**config.mk**
```make
export PLATFORM = sky130hd
export DESIGN_NAME = operand_sequencer
export DESIGN_NICKNAME = d
export VERILOG_FILES = /design/src/rtl/operand_sequencer.sv
export SDC_FILE = /design/constraint.sdc
export NUM_CORES = 1
export LEC_CHECK = 0
export ABC_CLOCK_PERIOD_IN_PS = 2200
export CAP_MARGIN = 40
export CORE_ASPECT_RATIO = 0.7
export CORE_MARGIN = 3
export CORE_UTILIZATION = 35
export CTS_CLUSTER_SIZE = 40
export DETAILED_ROUTE_END_ITERATION = 12
export DONT_BUFFER_PORTS = 1
export SLEW_MARGIN = 20
export SYNTH_ARGS = -nofsm -noshare
export SYNTH_HDL_FRONTEND = slang
export SYNTH_SLANG_ARGS = --single-unit
```
**constraint.sdc**
```tcl
create_clock -name clk -period 2.2 [get_ports clk]
set_input_delay 0.66 -clock clk [delete_from_list [all_inputs] [get_ports clk]]
set_output_delay 0.66 -clock clk [all_outputs]
set_load 0.02 [all_outputs]
```
**src/rtl/operand_sequencer.sv**
```systemverilog
// Feeds buffered A/B operand pairs to a start/done compute core, one operation
// at a time, and returns each result (or a timeout abort) through a valid/ready register.
module operand_sequencer #(
  parameter int unsigned SIZE    = 16,
  parameter int unsigned DEPTH   = 4,
  parameter int unsigned TIMEOUT = 1023
) (
  input  logic                       clk,
  input  logic                       rst_n,
  input  logic                       in_valid_i,
  output logic                       in_ready_o,
  input  logic [SIZE-1:0]            in_a_i,
  input  logic [SIZE-1:0]            in_b_i,
  output logic                       core_rst_begin_o,
  output logic                       core_start_o,
  output logic [SIZE-1:0]            core_a_o,
  output logic [SIZE-1:0]            core_b_o,
  input  logic                       core_done_i,
  input  logic [SIZE-1:0]            core_out_i,
  output logic                       out_valid_o,
  input  logic                       out_ready_i,
  output logic [SIZE-1:0]            out_data_o,
  output logic                       out_err_o,
  output logic                       busy_o,
  output logic [$clog2(DEPTH+1)-1:0] fifo_count_o
);

  localparam int unsigned PW = $clog2(DEPTH);
  localparam int unsigned CW = $clog2(DEPTH + 1);
  localparam int unsigned TW = $clog2(TIMEOUT + 1);
  localparam logic [CW-1:0] FULL  = CW'(DEPTH);
  localparam logic [TW-1:0] TLAST = TW'(TIMEOUT - 1);

  typedef enum logic [2:0] {S_IDLE, S_CLEAR, S_START, S_WAIT, S_HOLD} state_e;

  state_e          state_q;
  logic [SIZE-1:0] mem_a_q [DEPTH];
  logic [SIZE-1:0] mem_b_q [DEPTH];
  logic [PW-1:0]   wr_ptr_q, wr_ptr_d;
  logic [PW-1:0]   rd_ptr_q, rd_ptr_d;
  logic [CW-1:0]   count_q, count_d;
  logic [TW-1:0]   tmo_q;
  logic            core_rst_begin_q, core_start_q, busy_q;
  logic            out_valid_q, out_err_q;
  logic [SIZE-1:0] core_a_q, core_b_q, out_data_q;
  logic            push, pop;

  assign in_ready_o = (count_q != FULL);
  assign push       = in_valid_i && in_ready_o;
  // Pop is tied to the IDLE->CLEAR transition; count_q is registered, so no bypass.
  assign pop        = (state_q == S_IDLE) && (count_q != '0);

  always_comb begin
    wr_ptr_d = wr_ptr_q;
    rd_ptr_d = rd_ptr_q;
    count_d  = count_q;
    if (push) wr_ptr_d = wr_ptr_q + PW'(1);
    if (pop)  rd_ptr_d = rd_ptr_q + PW'(1);
    case ({push, pop})
      2'b10:   count_d = count_q + CW'(1);
      2'b01:   count_d = count_q - CW'(1);
      default: count_d = count_q;
    endcase
  end

  always_ff @(posedge clk) begin
    if (push) begin
      mem_a_q[wr_ptr_q] <= in_a_i;
      mem_b_q[wr_ptr_q] <= in_b_i;
    end
  end

  always_ff @(posedge clk or negedge rst_n) begin
    if (!rst_n) begin
      wr_ptr_q <= '0;
      rd_ptr_q <= '0;
      count_q  <= '0;
    end else begin
      wr_ptr_q <= wr_ptr_d;
      rd_ptr_q <= rd_ptr_d;
      count_q  <= count_d;
    end
  end

  always_ff @(posedge clk or negedge rst_n) begin
    if (!rst_n) begin
      state_q          <= S_IDLE;
      tmo_q            <= '0;
      core_rst_begin_q <= 1'b0;
      core_start_q     <= 1'b0;
      busy_q           <= 1'b0;
      out_valid_q      <= 1'b0;
      out_err_q        <= 1'b0;
      out_data_q       <= '0;
      core_a_q         <= '0;
      core_b_q         <= '0;
    end else begin
      core_rst_begin_q <= 1'b0;
      core_start_q     <= 1'b0;
      case (state_q)
        S_IDLE: begin
          if (pop) begin
            state_q          <= S_CLEAR;
            core_rst_begin_q <= 1'b1;
            busy_q           <= 1'b1;
            core_a_q         <= mem_a_q[rd_ptr_q];
            core_b_q         <= mem_b_q[rd_ptr_q];
          end
        end
        S_CLEAR: begin
          state_q      <= S_START;
          core_start_q <= 1'b1;
        end
        S_START: begin
          state_q <= S_WAIT;
          tmo_q   <= '0;
        end
        S_WAIT: begin
          tmo_q <= tmo_q + TW'(1);
          // A completion on the expiry cycle still counts as a real result.
          if (core_done_i) begin
            state_q     <= S_HOLD;
            out_valid_q <= 1'b1;
            out_data_q  <= core_out_i;
            out_err_q   <= 1'b0;
          end else if (tmo_q == TLAST) begin
            state_q     <= S_HOLD;
            out_valid_q <= 1'b1;
            out_data_q  <= '0;
            out_err_q   <= 1'b1;
          end
        end
        S_HOLD: begin
          if (out_ready_i) begin
            state_q     <= S_IDLE;
            out_valid_q <= 1'b0;
            busy_q      <= 1'b0;
          end
        end
        default: state_q <= S_IDLE;
      endcase
    end
  end

  assign core_rst_begin_o = core_rst_begin_q;
  assign core_start_o     = core_start_q;
  assign core_a_o         = core_a_q;
  assign core_b_o         = core_b_q;
  assign out_valid_o      = out_valid_q;
  assign out_data_o       = out_data_q;
  assign out_err_o        = out_err_q;
  assign busy_o           = busy_q;
  assign fifo_count_o     = count_q;

endmodule
```
## Word level (Yosys, flattened, before mapping)

Memories as Yosys holds them, arrays and structs flattened. A register that Yosys moved wholly into a read port is not among the register bits.
Index checks and enable logic that the tools add are counted.

- Bits in registers: 41
- Bits in writable memories: 128
- Word-level logic and storage cells: 66
- Memories: 2

- Add/sub/neg operators: 5
- Equal/unequal tests: 11
- Mux-type cells: 21
- Reduce and logical (&&, ||, !) cells: 16

Memory list:

| memory | words | bits a word | read ports | clocked after memory_dff | write ports | line | RTL |
|---|---|---|---|---|---|---|---|
| mem_a_q | 4 | 16 | 1 | 1 | 1 | 37 | `logic [SIZE-1:0] mem_a_q [DEPTH];` |
| mem_b_q | 4 | 16 | 1 | 1 | 1 | 38 | `logic [SIZE-1:0] mem_b_q [DEPTH];` |

Operators with widths:

| kind | number |
|---|---|
| $mux W16 | 2 |
| $pmux W10 S2 | 1 |
| $pmux W3 S5 | 1 |
| $mux W3 | 4 |
| $add A10 B1 Y10 const B | 1 |
| $eq A10 B10 Y1 const B | 1 |
| $mux W1 | 10 |
| $reduce_bool A2 Y1 | 5 |
| $reduce_and A3 Y1 | 3 |
| $eq A3 B2 Y1 const B | 2 |
| $ne A3 B3 Y1 const B | 2 |
| $pmux W3 S2 | 1 |
| $add A2 B1 Y2 const B | 2 |
| $ne A2 B2 Y1 const B | 2 |
| $pmux W1 S2 | 2 |
| $reduce_and A2 Y1 | 2 |
| $add A3 B1 Y3 const B | 1 |
| $eq A3 B1 Y1 const B | 1 |
| $eq A3 B3 Y1 const B | 1 |
| $logic_not A3 Y1 | 1 |
| $reduce_bool A3 Y1 | 1 |
| $sub A3 B1 Y3 const B | 1 |
| $eq A2 B1 Y1 const B | 1 |
| $eq A2 B2 Y1 const B | 1 |
| other kinds (2) | 4 |

## Longest topological paths before layout

Gate-level depths: netlist (run 1).

- Depth in word-level cells: 4
- Depth in mapped cells: 10

## Least setup slack after synthesis (run 1)

OpenSTA, ideal clock, no wires.

- Kind: flip-flop to flip-flop
- Start point: register count_q[0], in the netlist fifo_count_o[0]
- End point: register count_q[2], in the netlist fifo_count_o[2]
- Arrival: 2.269 ns
- Required time: 2.120 ns
- Slack: -0.149 ns
- Cell stages (with the launch flop): 11
- Path buffers: 1
- Period minus slack after synthesis: 2.349 ns
- Path through: dfrtp_1 > nor3_1 > or4_4 > clkinv_8 > buf_12 > ha_1 > inv_1 > fa_1 > xor2_1 > nor2_1 > xor2_1

- Longest elaborated chain between the ends: 4

Ends and longest elaborated chain:

| element | line | RTL |
|---|---|---|
| from (decl) | 41 | `logic [CW-1:0] count_q, count_d;` |
| from (signal assigned) | 81 | `count_q <= count_d;` |
| $reduce_bool A3 Y1 * | 51 | `assign pop = (state_q == S_IDLE) && (count_q != '0);` |
| $logic_and A1 B1 Y1 * | 51 |  |
| named net pop | 46 | `logic push, pop;` |
| $eq A2 B1 Y1 / $eq A2 B2 Y1 (equally long branches) | 59 | `case ({push, pop})` |
| $pmux W3 S2 / $reduce_bool A2 Y1 (equally long branches) | -- |  |

The timed path passes the listed nets; every way through them passes the cells marked *.
A chain may end at the register's enable or synchronous reset.

## Worst setup path after layout (run 1)

- Start point: register count_q[1], in the netlist fifo_count_o[1]
- End point: output in_ready_o

- Longest elaborated chain between the ends: 1

Ends and longest elaborated chain:

| element | line | RTL |
|---|---|---|
| $ne A3 B3 Y1 | 48 | `assign in_ready_o = (count_q != FULL);` |
| to (decl) | 11 | `output logic in_ready_o,` |

Every way passes these cells.

==> summary.txt, run 1 <==
Run status
  • Status: finished with violations
  • Failing checks: negative hold slack

Detailed routing
  • Wire per inst: 20.7 um
  • Drt via density: 4.90
  • Detailed-router iteration count before antenna repair: 4
  • Iteration-0 DRC Markers: 221
  • DRC Markers: 0
  • Vias: 3818
  • Number of routed nets with antenna violations: 0
  • Final wirelength: 16100 um

Power and ir drop
  • Worst VDD drop: 0.682 mV
  • Internal power: 9.46 mW
  • Flop pwr share: 0.465
  • Combinational power share: 0.261
  • Total chip power: 13.9 mW
  • Psw: 4.41 mW
  • Leakage power: 3.38 nW
  • Sw Share: 0.318
  • Clk pwr share: 0.274
  • PwrDens: 1500 mW/mm2

Placed design
  • Placed Area: 0.00844 mm2
  • DP Wirelength: 10500 um
  • Port bufs: 0
  • Gp weighted congestion: 0.758

Timing
  • Hold Violations, Final: 73
  • Final setup viols: 0
  • Worst-Margin Slew: 707 ps
  • Clock Skews: 10.1 ps
  • Tmin final: 2150 ps
  • Pins over their slew limit: 0
  • RSZ-0062 raised after global routing: no
  • Fin crit share: 0.978
  • Fin Hold WS: -137 ps
  • Fmax: 465 MHz
  • Worst slew margin relative to its limit: 0.525

Cells and area
  • Area growth syn-to-layout: 15.2%
  • Final Util: 0.418
  • Post-route cell area: 0.00922 mm2
  • Layout cells sized above 1: 0.294
  • Final Net Count: 519

CTS
  • CTS Buf Count: 21
  • Post-CTS Setup Inserts: 0
  • Worst-path clk slew: 60 ps
  • Clock root buffer: clkbuf_16
  • CTS tree: done
  • Clk Latency, worst-skew pair: 490 ps
  • Clock sink total: 201
  • Max Root-Sink Buffers: 3
  • CTS H-tree lvls: 1

Worst setup path
  • Crit-path leading delay family: flip-flops
  • Kind of critical path: reg2out
  • CP peak stage delay: 420 ps
  • CP Max Fanout: 5
  • Critical path arrival: 1490 ps
  • Reg-to-reg slack, setup: 70 ps
  • Crit end category: output port
  • CP Cell Sequence: or3b_4 > buf_4
  • Worst Path Buf+Inv: 1
  • CP max-delay cell: dfrtp_2
  • Critical Path RT: 1540 ps
  • CP Launch Type: register

Run
  • Max_cap viols: 0

GRT
  • Vias in the first global route: 4222
  • Global-route wire length before repair: 25500 um
  • Total GRT Usage: 0.132
  • Largest net degree at the start of global routing: 74
  • Initial antenna violation count: 0
  • Overflow after GRT: 0

Synthesis
  • Post-synthesis sequential area ratio: 0.708
  • Yosys warning count: 0
  • Mapped Avg Cell Area: 18.2 um2
  • Yosys top cell by area: edfxtp_1
  • EDFF count, synth: 128
  • Synthesized Nets: 501
  • Cell with the most instances after synthesis: edfxtp_1
  • Synth Instances: 440
  • Share of async-settable or async-resettable flops after synthesis: 0.363
  • Post-synth cell types: 48
  • Synth top area share: 0.480
  • Dominant synthesized flop cell: edfxtp_1
  • Synth area leaders: edfxtp_1 (48%), dfrtp_1 (23%), mux4_2 (9.0%)
  • Yosys reg bits: 201
  • Commonest cells in the netlist: edfxtp_1 (128), dfrtp_1 (73), nand2_1 (42)
  • Syn Std Cell Area: 0.00801 mm2

Floorplanning
  • Rows: 45
  • Starting Density: 0.363
  • Width of the die: 187 um
  • Die ar.: 0.0248 mm2
  • I/O Pins: 110
  • Die Ht: 133 um
  • Core ar.: 0.0221 mm2

Min path
  • Worst Hold Class: in2async
worst reg2reg max path, delay by kind of cell (launching register included):
kind / cells / cell delay [ps]
AND/OR/NAND/NOR: 1 / 600
buffers and inverters: 2 / 600
multiplexers: 1 / 430
flip-flops: 1 / 380
power by group through the flow:
stage,clock (mW),sequential [mW],combinational [mW]
final,3.80,6.45,3.62
after global routing,4.08,6.58,3.97
after CTS,3.91,6.49,3.70
after detailed placement,0,6.55,3.67
after global placement,0,6.49,3.56
after floorplan,0,6.27,2.91
state kept, by name, indices dropped and copies added, names as in the netlist:
signal,flops
wr_ptr_q,2
mem_b_q,64
tmo_q,10
mem_a_q,64
core_start_o,1
out_valid_o,1
busy_o,1
fifo_count_o,3
core_b_o,16
out_data_o,16
rd_ptr_q,2
core_rst_begin_o,1
out_err_o,1
core_a_o,16
state_q,3
routing by layer:
layer	GRT usage	share of wire	vias up	wire [um]
li1	-	-	1722	-
met1	0.172	0.43	1952	6960
met2	0.202	0.45	120	7200
met3	0.0628	0.10	24	1660
met4	0.0306	0.017	0	272
met5	0	0	-	0
final timing paths:
path	from	to	cells past startpoint
worst min register to register	rd_ptr_q[0]$_DFFE_PN0P_	rd_ptr_q[0]$_DFFE_PN0P_	1
min in group clk	in_b_i[15]	mem_b_q[3][15]$_DFFE_PP_	0
worst max register to register	state_q[2]$_DFFE_PN0P_	core_a_o[14]$_DFFE_PN0P_	4
max in group asynchronous	rst_n	core_a_o[5]$_DFFE_PN0P_	0
worst min-delay path	rst_n	tmo_q[3]$_DFFE_PN0P_	0
worst max-delay path	fifo_count_o[1]$_DFFE_PN0P_	in_ready_o	2
per-stage QoR:
stage | TNS [ps] | cells | worst slack, ps | hold slack, ps
finish | 0 | 779 | 49.0 | -137
global route | 0 | 778 | 2.08 | -160
CTS | 0 | 778 | 4.19 | -166
detailed placement | 0 | 740 | 29.1 | 367
global placement | 0 | 740 | 99.1 | 367
floorplan | -71.8 | 440 | -71.8 | 364
cells by family after synthesis:
logic type               count (synthesis)  share of synthesized area
flip-flops                             201                      0.708
AND/OR/NAND/NOR                         87                     0.0623
multiplexers                            69                      0.155
buffers and inverters                   35                     0.0278
AO/OA/AOI/OAI                           34                     0.0264
adder cells (fa/ha/maj)                  8                     0.0134
XOR/XNOR                                 6                    0.00656
cell usage in the layout, fill, tap and decap left out, types with 11 or more instances in the layout:
cell	instances
edfxtp_1	128
dfrtp_1	68
nand2_1	42
mux4_2	32
mux2_4	29
clkbuf_16	21
o21ai_0	18
inv_1	12
buf_4	11
timing repair:
item | in CTS | in global routing
endpoints found under the setup margin | 1 | 1
endpoints found under the hold margin | 73 | 73
pin swaps | 1 | 4
resized for setup | 1 | 2
area by class of cell:
class,instances,area [um2]
fill,1984,12800
sequential,201,5680
multi-input combinational,204,2140
clock buffer,26,578
tap,305,382
timing repair buffer,17,203
clock inverter,12,184
inverter,13,61.3
antenna,1,2.50
Note: power is estimated with default switching activity, not from simulation.
==> run 2: changes to the inputs <==
- ABC_CLOCK_PERIOD_IN_PS: 2200 -> 2600
- clock period: 2.2 -> 2.6 ns (I/O delays scaled with it)
==> run 2 against run 1 <==
The flow now finishes without violations. Count of clock-buffer cells in the layout is 6 higher. Register-to-register slack improved by 190 ps. Cell count decreased by 0.26%. Die area is the same. Wire length fell by 5.3%. Critical endpoint unchanged. Largest power group unchanged. Highest routed layer unchanged.
==> summary.txt, run 2 (synthesis results as in run 1) <==
Timing
  • Fmax: 415 MHz
  • Pins over their slew limit: 0 (unchanged)
  • RSZ-0062 raised after global routing: no (unchanged)
  • Hold Violations, Final: 0 (was 73)
  • Worst-Margin Slew: 699 ps (was 707 ps)
  • Worst slew margin relative to its limit: 0.532 (was 0.525)
  • Post-route setup TNS: 0 ps (unchanged)
  • Tmin final: 2410 ps
  • Final setup viols: 0 (unchanged)
  • Clock Skews: 10.4 ps (was 10.1 ps)
  • Fin crit share: 0.926

Detailed routing
  • Vias: 3805 (was 3818)
  • Number of routed nets with antenna violations: 0 (unchanged)
  • Detailed-router iteration count before antenna repair: 4 (unchanged)
  • Iteration-0 DRC Markers: 171 (was 221)
  • Drt via density: 4.90 (about the same)
  • DRC Markers: 0 (unchanged)
  • Final wirelength: 15200 um (was 16100 um)
  • Wire per inst: 19.6 um (was 20.7 um)

GRT
  • Total GRT Usage: 0.124 (was 0.132)
  • Vias in the first global route: 4141 (was 4222)
  • Overflow after GRT: 0 (unchanged)
  • Global-route wire length before repair: 24300 um (was 25500 um)
  • Initial antenna violation count: 0 (unchanged)
  • Largest net degree at the start of global routing: 74 (unchanged)

CTS
  • Max Root-Sink Buffers: 3 (unchanged)
  • Clock sink total: 201 (unchanged)
  • CTS resizes: 0 (was 1)
  • CTS H-tree lvls: 1 (unchanged)
  • Clk Latency, worst-skew pair: 490 ps (about the same)
  • Hold-fix buffers, CTS: 1
  • Clock root buffer: clkbuf_16 (unchanged)
  • Worst-path clk slew: 50 ps (was 60 ps)
  • CTS tree: done (unchanged)
  • Post-CTS Setup Inserts: 0 (unchanged)
  • CTS Buf Count: 22 (was 21)

Cells and area
  • Antenna diodes: 0 (was 1)
  • Commonest non-fill, non-tap cell in the layout: edfxtp_1 (unchanged)
  • Commonest non-fill, non-tap cells in the layout: edfxtp_1 (128), dfrtp_1 (71), nand2_1 (42) (was edfxtp_1 (128), dfrtp_1 (68), nand2_1 (42))
  • Post-route cell area: 0.00919 mm2 (was 0.00922 mm2)
  • Area growth syn-to-layout: 14.7% (was 15.2%)
  • Filler cells: 1977 (was 1984)
  • Final Net Count: 517 (was 519)
  • Multi-input gate area: 0.00212 mm2 (was 0.00214 mm2)
  • FF+latch area: 0.00567 mm2 (was 0.00568 mm2)
  • Layout cells sized above 1: 0.261 (was 0.294)
  • Regs by FF count: mem_a_q (64), mem_b_q (64) (unchanged)

Power and ir drop
  • Worst VDD drop: 0.646 mV (was 0.682 mV)
  • Flop pwr share: 0.476 (was 0.465)
  • Internal power: 7.89 mW (was 9.46 mW)
  • Clk pwr share: 0.268 (was 0.274)
  • PwrDens: 1260 mW/mm2 (was 1500 mW/mm2)
  • Sw Share: 0.317 (was 0.318)
  • Leakage power: 3.37 nW (was 3.38 nW)
  • Psw: 3.66 mW (was 4.41 mW)
  • Combinational power share: 0.256 (was 0.261)
  • Total chip power: 11.6 mW (was 13.9 mW)

Floorplanning
  • Starting Density: 0.363 (unchanged)
  • Core ar.: 0.0221 mm2 (unchanged)
  • Width of the die: 187 um (unchanged)
  • Die ar.: 0.0248 mm2 (unchanged)
  • I/O Pins: 110 (unchanged)
  • Die Ht: 133 um (unchanged)
  • Rows: 45 (unchanged)

Run status
  • Status: complete, no violations (was finished with violations)

Worst setup path
  • Kind of critical path: reg2out (unchanged)
  • CP peak stage delay: 540 ps (was 420 ps)
  • Worst Path Buf+Inv: 1 (unchanged)
  • Crit. Startpoint: fifo_count_o[2]$_DFFE_PN0P_ (was fifo_count_o[1]$_DFFE_PN0P_)
  • CP Launch Type: register (unchanged)
  • Critical Path RT: 1820 ps (was 1540 ps)
  • Crit end category: output port (unchanged)
  • CP max-delay cell: dfrtp_1 (was dfrtp_2)
  • Critical path arrival: 1630 ps (was 1490 ps)
  • Crit-path leading delay family: flip-flops (unchanged)
  • Reg-to-Reg Start: fifo_count_o[2]$_DFFE_PN0P_ (was state_q[2]$_DFFE_PN0P_)
  • CP Max Fanout: 5 (unchanged)
  • CP Cell Sequence: or3b_1 > buf_4 (was or3b_4 > buf_4)

Min path
  • Worst Hold Class: in2async (unchanged)

Run
  • Max_cap viols: 0 (unchanged)

Placed design
  • Placed Area: 0.00843 mm2 (was 0.00844 mm2)
  • DP Wirelength: 9980 um (was 10500 um)
  • Gp weighted congestion: 0.758 (about the same)
  • Port bufs: 0 (unchanged)
==> run 2: cell count changes in the layout (fill, tap and decap cells not counted), moves of 2 or more <==
cell       change
clkbuf_1       +8
buf_12         -6
buf_16         +6
buf_4          -3
clkbuf_8       -3
dfrtp_1        +3
dfrtp_2        -3
clkbuf_16      +2
inv_6          -2
==> run 2: final timing paths <==
check / depth (start not counted) / to / slack (ps)
max: 2 / in_ready_o / 190
min in group clk: 0 / mem_a_q[3][11]$_DFFE_PP_ / 380
max in group asynchronous: 1 / core_b_o[0]$_DFFE_PN0P_ / 2090
min: 1 / out_data_o[6]$_DFFE_PN0P_ / 190
max reg2reg: 9 / fifo_count_o[2]$_DFFE_PN0P_ / 260
min reg2reg: 2 / tmo_q[8]$_DFFE_PN0P_ / 550
==> run 2: power groups by stage <==
stage / clock, mW / combinational, mW / sequential (mW)
after floorplan: 0 / 2.46 / 5.30
after global placement: 0 / 2.67 / 5.61
after detailed placement: 0 / 3.00 / 5.57
after CTS: 3.21 / 3.03 / 5.53
after global routing: 3.34 / 3.25 / 5.62
final: 3.10 / 2.96 / 5.50
==> run 2: metrics by stage <==
stage / cells / setup slack (ps) / hold WS (ps) / util
CTS: 777 / 175 / 187 / 0.416
global placement: 731 / 335 / 487 / 0.376
detailed placement: 736 / 289 / 487 / 0.382
floorplan: 440 / 251 / 484 / -
finish: 777 / 191 / 192 / 0.416
global route: 777 / 130 / 192 / 0.416
==> run 2: metal layers <==
metal | global-route usage | wire, um
met3 | 0.0551 | 1440
met5 | 0 | 0
met2 | 0.200 | 7170
met1 | 0.154 | 6330
met4 | 0.0306 | 298
==> run 2: cell type report <==
cell class / count / share of cell area
inverters: 13 / 0.00667
repair buffers: 14 / 0.0245
clock buffers: 32 / 0.0663
well taps: 305 / 0.0415
clock inverters: 8 / 0.0129
multi-input cells: 204 / 0.231
flip-flops and latches: 201 / 0.617
==> run 3: changes to the inputs <==
- ABC_CLOCK_PERIOD_IN_PS: 2600 -> 2500
- SETUP_SLACK_MARGIN: not set -> 0.3
- clock period: 2.6 -> 2.5 ns (I/O delays scaled with it)
==> run 3 against run 2 <==
The flow now finishes with violations (negative hold slack). Final area is 0.34% lower. Worst hold slack worse by 230 ps. First-iteration DRC count is 19% higher. Sequential power is 3% higher. Register-to-register slack hardly changed. Utilization is 0.14 points lower. Power is 3.4% higher. Combinational power is 6% higher. Die area stayed put. Clock power hardly changed. Count of clock-buffer cells in the layout is 7 lower. Setup slack better by 80 ps. Critical endpoint is now fifo_count_o[2]$_DFFE_PN0P_. Largest cell class unchanged.
==> summary.txt, run 3 (synthesis results as in run 1) <==
GRT
  • Initial antenna violation count: 0 (unchanged)
  • Largest net degree at the start of global routing: 74 (unchanged)
  • Total GRT Usage: 0.126 (was 0.124)
  • Global-route wire length before repair: 24600 um (was 24300 um)
  • Vias in the first global route: 4159 (was 4141)
  • Overflow after GRT: 0 (unchanged)

Timing
  • Final setup viols: 0 (unchanged)
  • Fin crit share: 0.891
  • Worst slew margin relative to its limit: 0.485 (was 0.532)
  • Fmax: 449 MHz
  • Worst-Margin Slew: 768 ps (was 699 ps)
  • RSZ-0062 raised after global routing: yes (was no)
  • Fin Hold WS: -42.3 ps (was 192 ps)
  • Clock Skews: 10.6 ps (was 10.4 ps)
  • Pins over their slew limit: 0 (unchanged)
  • Tmin final: 2230 ps
  • Hold Violations, Final: 73 (was 0)
  • Post-route setup TNS: 0 ps (unchanged)

Detailed routing
  • Detailed-router iteration count before antenna repair: 4 (unchanged)
  • Drt via density: 5.00 (was 4.90)
  • Number of routed nets with antenna violations: 0 (unchanged)
  • Iteration-0 DRC Markers: 203 (was 171)
  • Final wirelength: 15500 um (was 15200 um)
  • DRC Markers: 0 (unchanged)
  • Vias: 3897 (was 3805)
  • Wire per inst: 19.8 um (was 19.6 um)

Floorplanning
  • I/O Pins: 110 (unchanged)
  • Die Ht: 133 um (unchanged)
  • Core ar.: 0.0221 mm2 (unchanged)
  • Die ar.: 0.0248 mm2 (unchanged)
  • Rows: 45 (unchanged)
  • Starting Density: 0.363 (unchanged)
  • Width of the die: 187 um (unchanged)

Power and ir drop
  • PwrDens: 1300 mW/mm2 (was 1260 mW/mm2)
  • Combinational power share: 0.262 (was 0.256)
  • Internal power: 8.12 mW (was 7.89 mW)
  • Psw: 3.82 mW (was 3.66 mW)
  • Flop pwr share: 0.476 (about the same)
  • Worst VDD drop: 0.636 mV (was 0.646 mV)
  • Leakage power: 3.36 nW (was 3.37 nW)
  • Clk pwr share: 0.262 (was 0.268)
  • Sw Share: 0.320 (was 0.317)

Placed design
  • Placed Area: 0.00840 mm2 (was 0.00843 mm2)
  • Gp weighted congestion: 0.766 (was 0.758)
  • Port bufs: 0 (unchanged)
  • DP Wirelength: 9550 um (was 9980 um)

CTS
  • Worst-path clk slew: 60 ps (was 50 ps)
  • CTS tree: done (unchanged)
  • CTS Buf Count: 21 (was 22)
  • Clock sink total: 201 (unchanged)
  • Clk Latency, worst-skew pair: 490 ps (about the same)
  • Max Root-Sink Buffers: 3 (unchanged)
  • Clock root buffer: clkbuf_16 (unchanged)
  • CTS H-tree lvls: 1 (unchanged)

Cells and area
  • Area growth syn-to-layout: 14.4% (was 14.7%)
  • Commonest non-fill, non-tap cell in the layout: edfxtp_1 (unchanged)
  • Commonest non-fill, non-tap cells in the layout: edfxtp_1 (128), dfrtp_1 (68), nand2_1 (42) (was edfxtp_1 (128), dfrtp_1 (71), nand2_1 (42))
  • Layout cells sized above 1: 0.293 (was 0.261)
  • Antenna diodes: 0 (unchanged)
  • Regs by FF count: mem_a_q (64), mem_b_q (64) (unchanged)
  • Final Net Count: 520 (was 517)
  • Final Util: 0.415 (was 0.416)
  • Post-route cell area: 0.00916 mm2 (was 0.00919 mm2)

Run status
  • Failing checks: negative hold slack
  • Status: finished with violations (was complete, no violations)

Worst setup path
  • CP dominant cell by count: xor2_1
  • CP peak stage delay: 530 ps (was 540 ps)
  • Crit end category: register (was output port)
  • CP Max Fanout: 5 (unchanged)
  • CP Cell Sequence: nor3_2 > or4_4 > clkinv_8 > ha_2 > inv_1 > fa_2 > xor2_1 > nor2_1 > xor2_1 (was or3b_1 > buf_4)
  • Critical Path RT: 2900 ps (was 1820 ps)
  • Kind of critical path: reg2reg (was reg2out)
  • Critical path arrival: 2630 ps (was 1630 ps)
  • CP Launch Type: register (unchanged)
  • CP max-delay cell: or4_4 (was dfrtp_1)

Min path
  • Worst Hold Class: in2async (unchanged)

Run
  • Max_cap viols: 0 (unchanged)
run 3: cell count changes in the layout (fill, tap and decap cells not counted), sizes merged:
cell,delta
buf,+4
clkbuf,-7
inv,+2
clkinv,+3
run 3: power by group through the flow:
stage	Clock [mW]	Combinational [mW]	Sequential, mW
after floorplan	0	2.56	5.52
after global placement	0	3.04	5.73
after detailed placement	0	3.14	5.76
after CTS	3.25	3.19	5.71
after global routing	3.38	3.42	5.81
final	3.13	3.13	5.68
run 3: final cells by class:
type / instances / area (um2)
clock buffer: 25 / 551
clock inverter: 13 / 151
fill: 1997 / 12900
inverter: 13 / 61.3
multi-input combinational: 204 / 2130
sequential: 201 / 5680
tap: 305 / 382
timing repair buffer: 18 / 201
run 3: through the flow:
stage          power, mW  hold WS (ps)  cells  worst slack [ps]
6_report            11.9         -42.3    779               271
5_1_grt             12.6         -78.7    779               174
4_1_cts             12.2         -76.6    778               273
3_5_place_dp        8.90           457    736               141
3_3_place_gp        8.77           457    736               191
2_1_floorplan       8.07           454    440               228
run 3: final timing paths:
check,from,end,slack [ps],depth (start not counted)
setup / recovery,fifo_count_o[1]$_DFFE_PN0P_,fifo_count_o[2]$_DFFE_PN0P_,270,9
hold / removal,rst_n,out_data_o[2]$_DFFE_PN0P_,-40,0
setup reg to reg,fifo_count_o[1]$_DFFE_PN0P_,fifo_count_o[2]$_DFFE_PN0P_,270,9
hold reg to reg,tmo_q[8]$_DFFE_PN0P_,tmo_q[8]$_DFFE_PN0P_,550,2
max in group asynchronous,rst_n,core_b_o[2]$_DFFE_PN0P_,2400,0
min in group clk,in_b_i[13],mem_b_q[2][13]$_DFFE_PP_,350,0
run 3: what timing repair did:
item,CTS,global route
setup buffers,4,1
endpoints found under the hold margin,73,73
pin swaps,4,2
setup endpoints to repair,2,25
resized for setup,3,2
run 3: worst max-delay path: cells and delay by family (launching register included):
kind	cells	cell delay, ps
flops	1	460
xor+xnor	2	320
fa+ha+maj	2	500
buf+inv	2	130
simple gates	3	720
run 3: routing by layer:
| layer | up-vias | global-route usage | wire, um |
|---|---|---|---|
| li1 | 1716 | - | - |
| met1 | 2032 | 0.160 | 6530 |
| met2 | 125 | 0.200 | 7020 |
| met3 | 24 | 0.0583 | 1600 |
| met4 | 0 | 0.0294 | 312 |
| met5 | - | 0 | 0 |
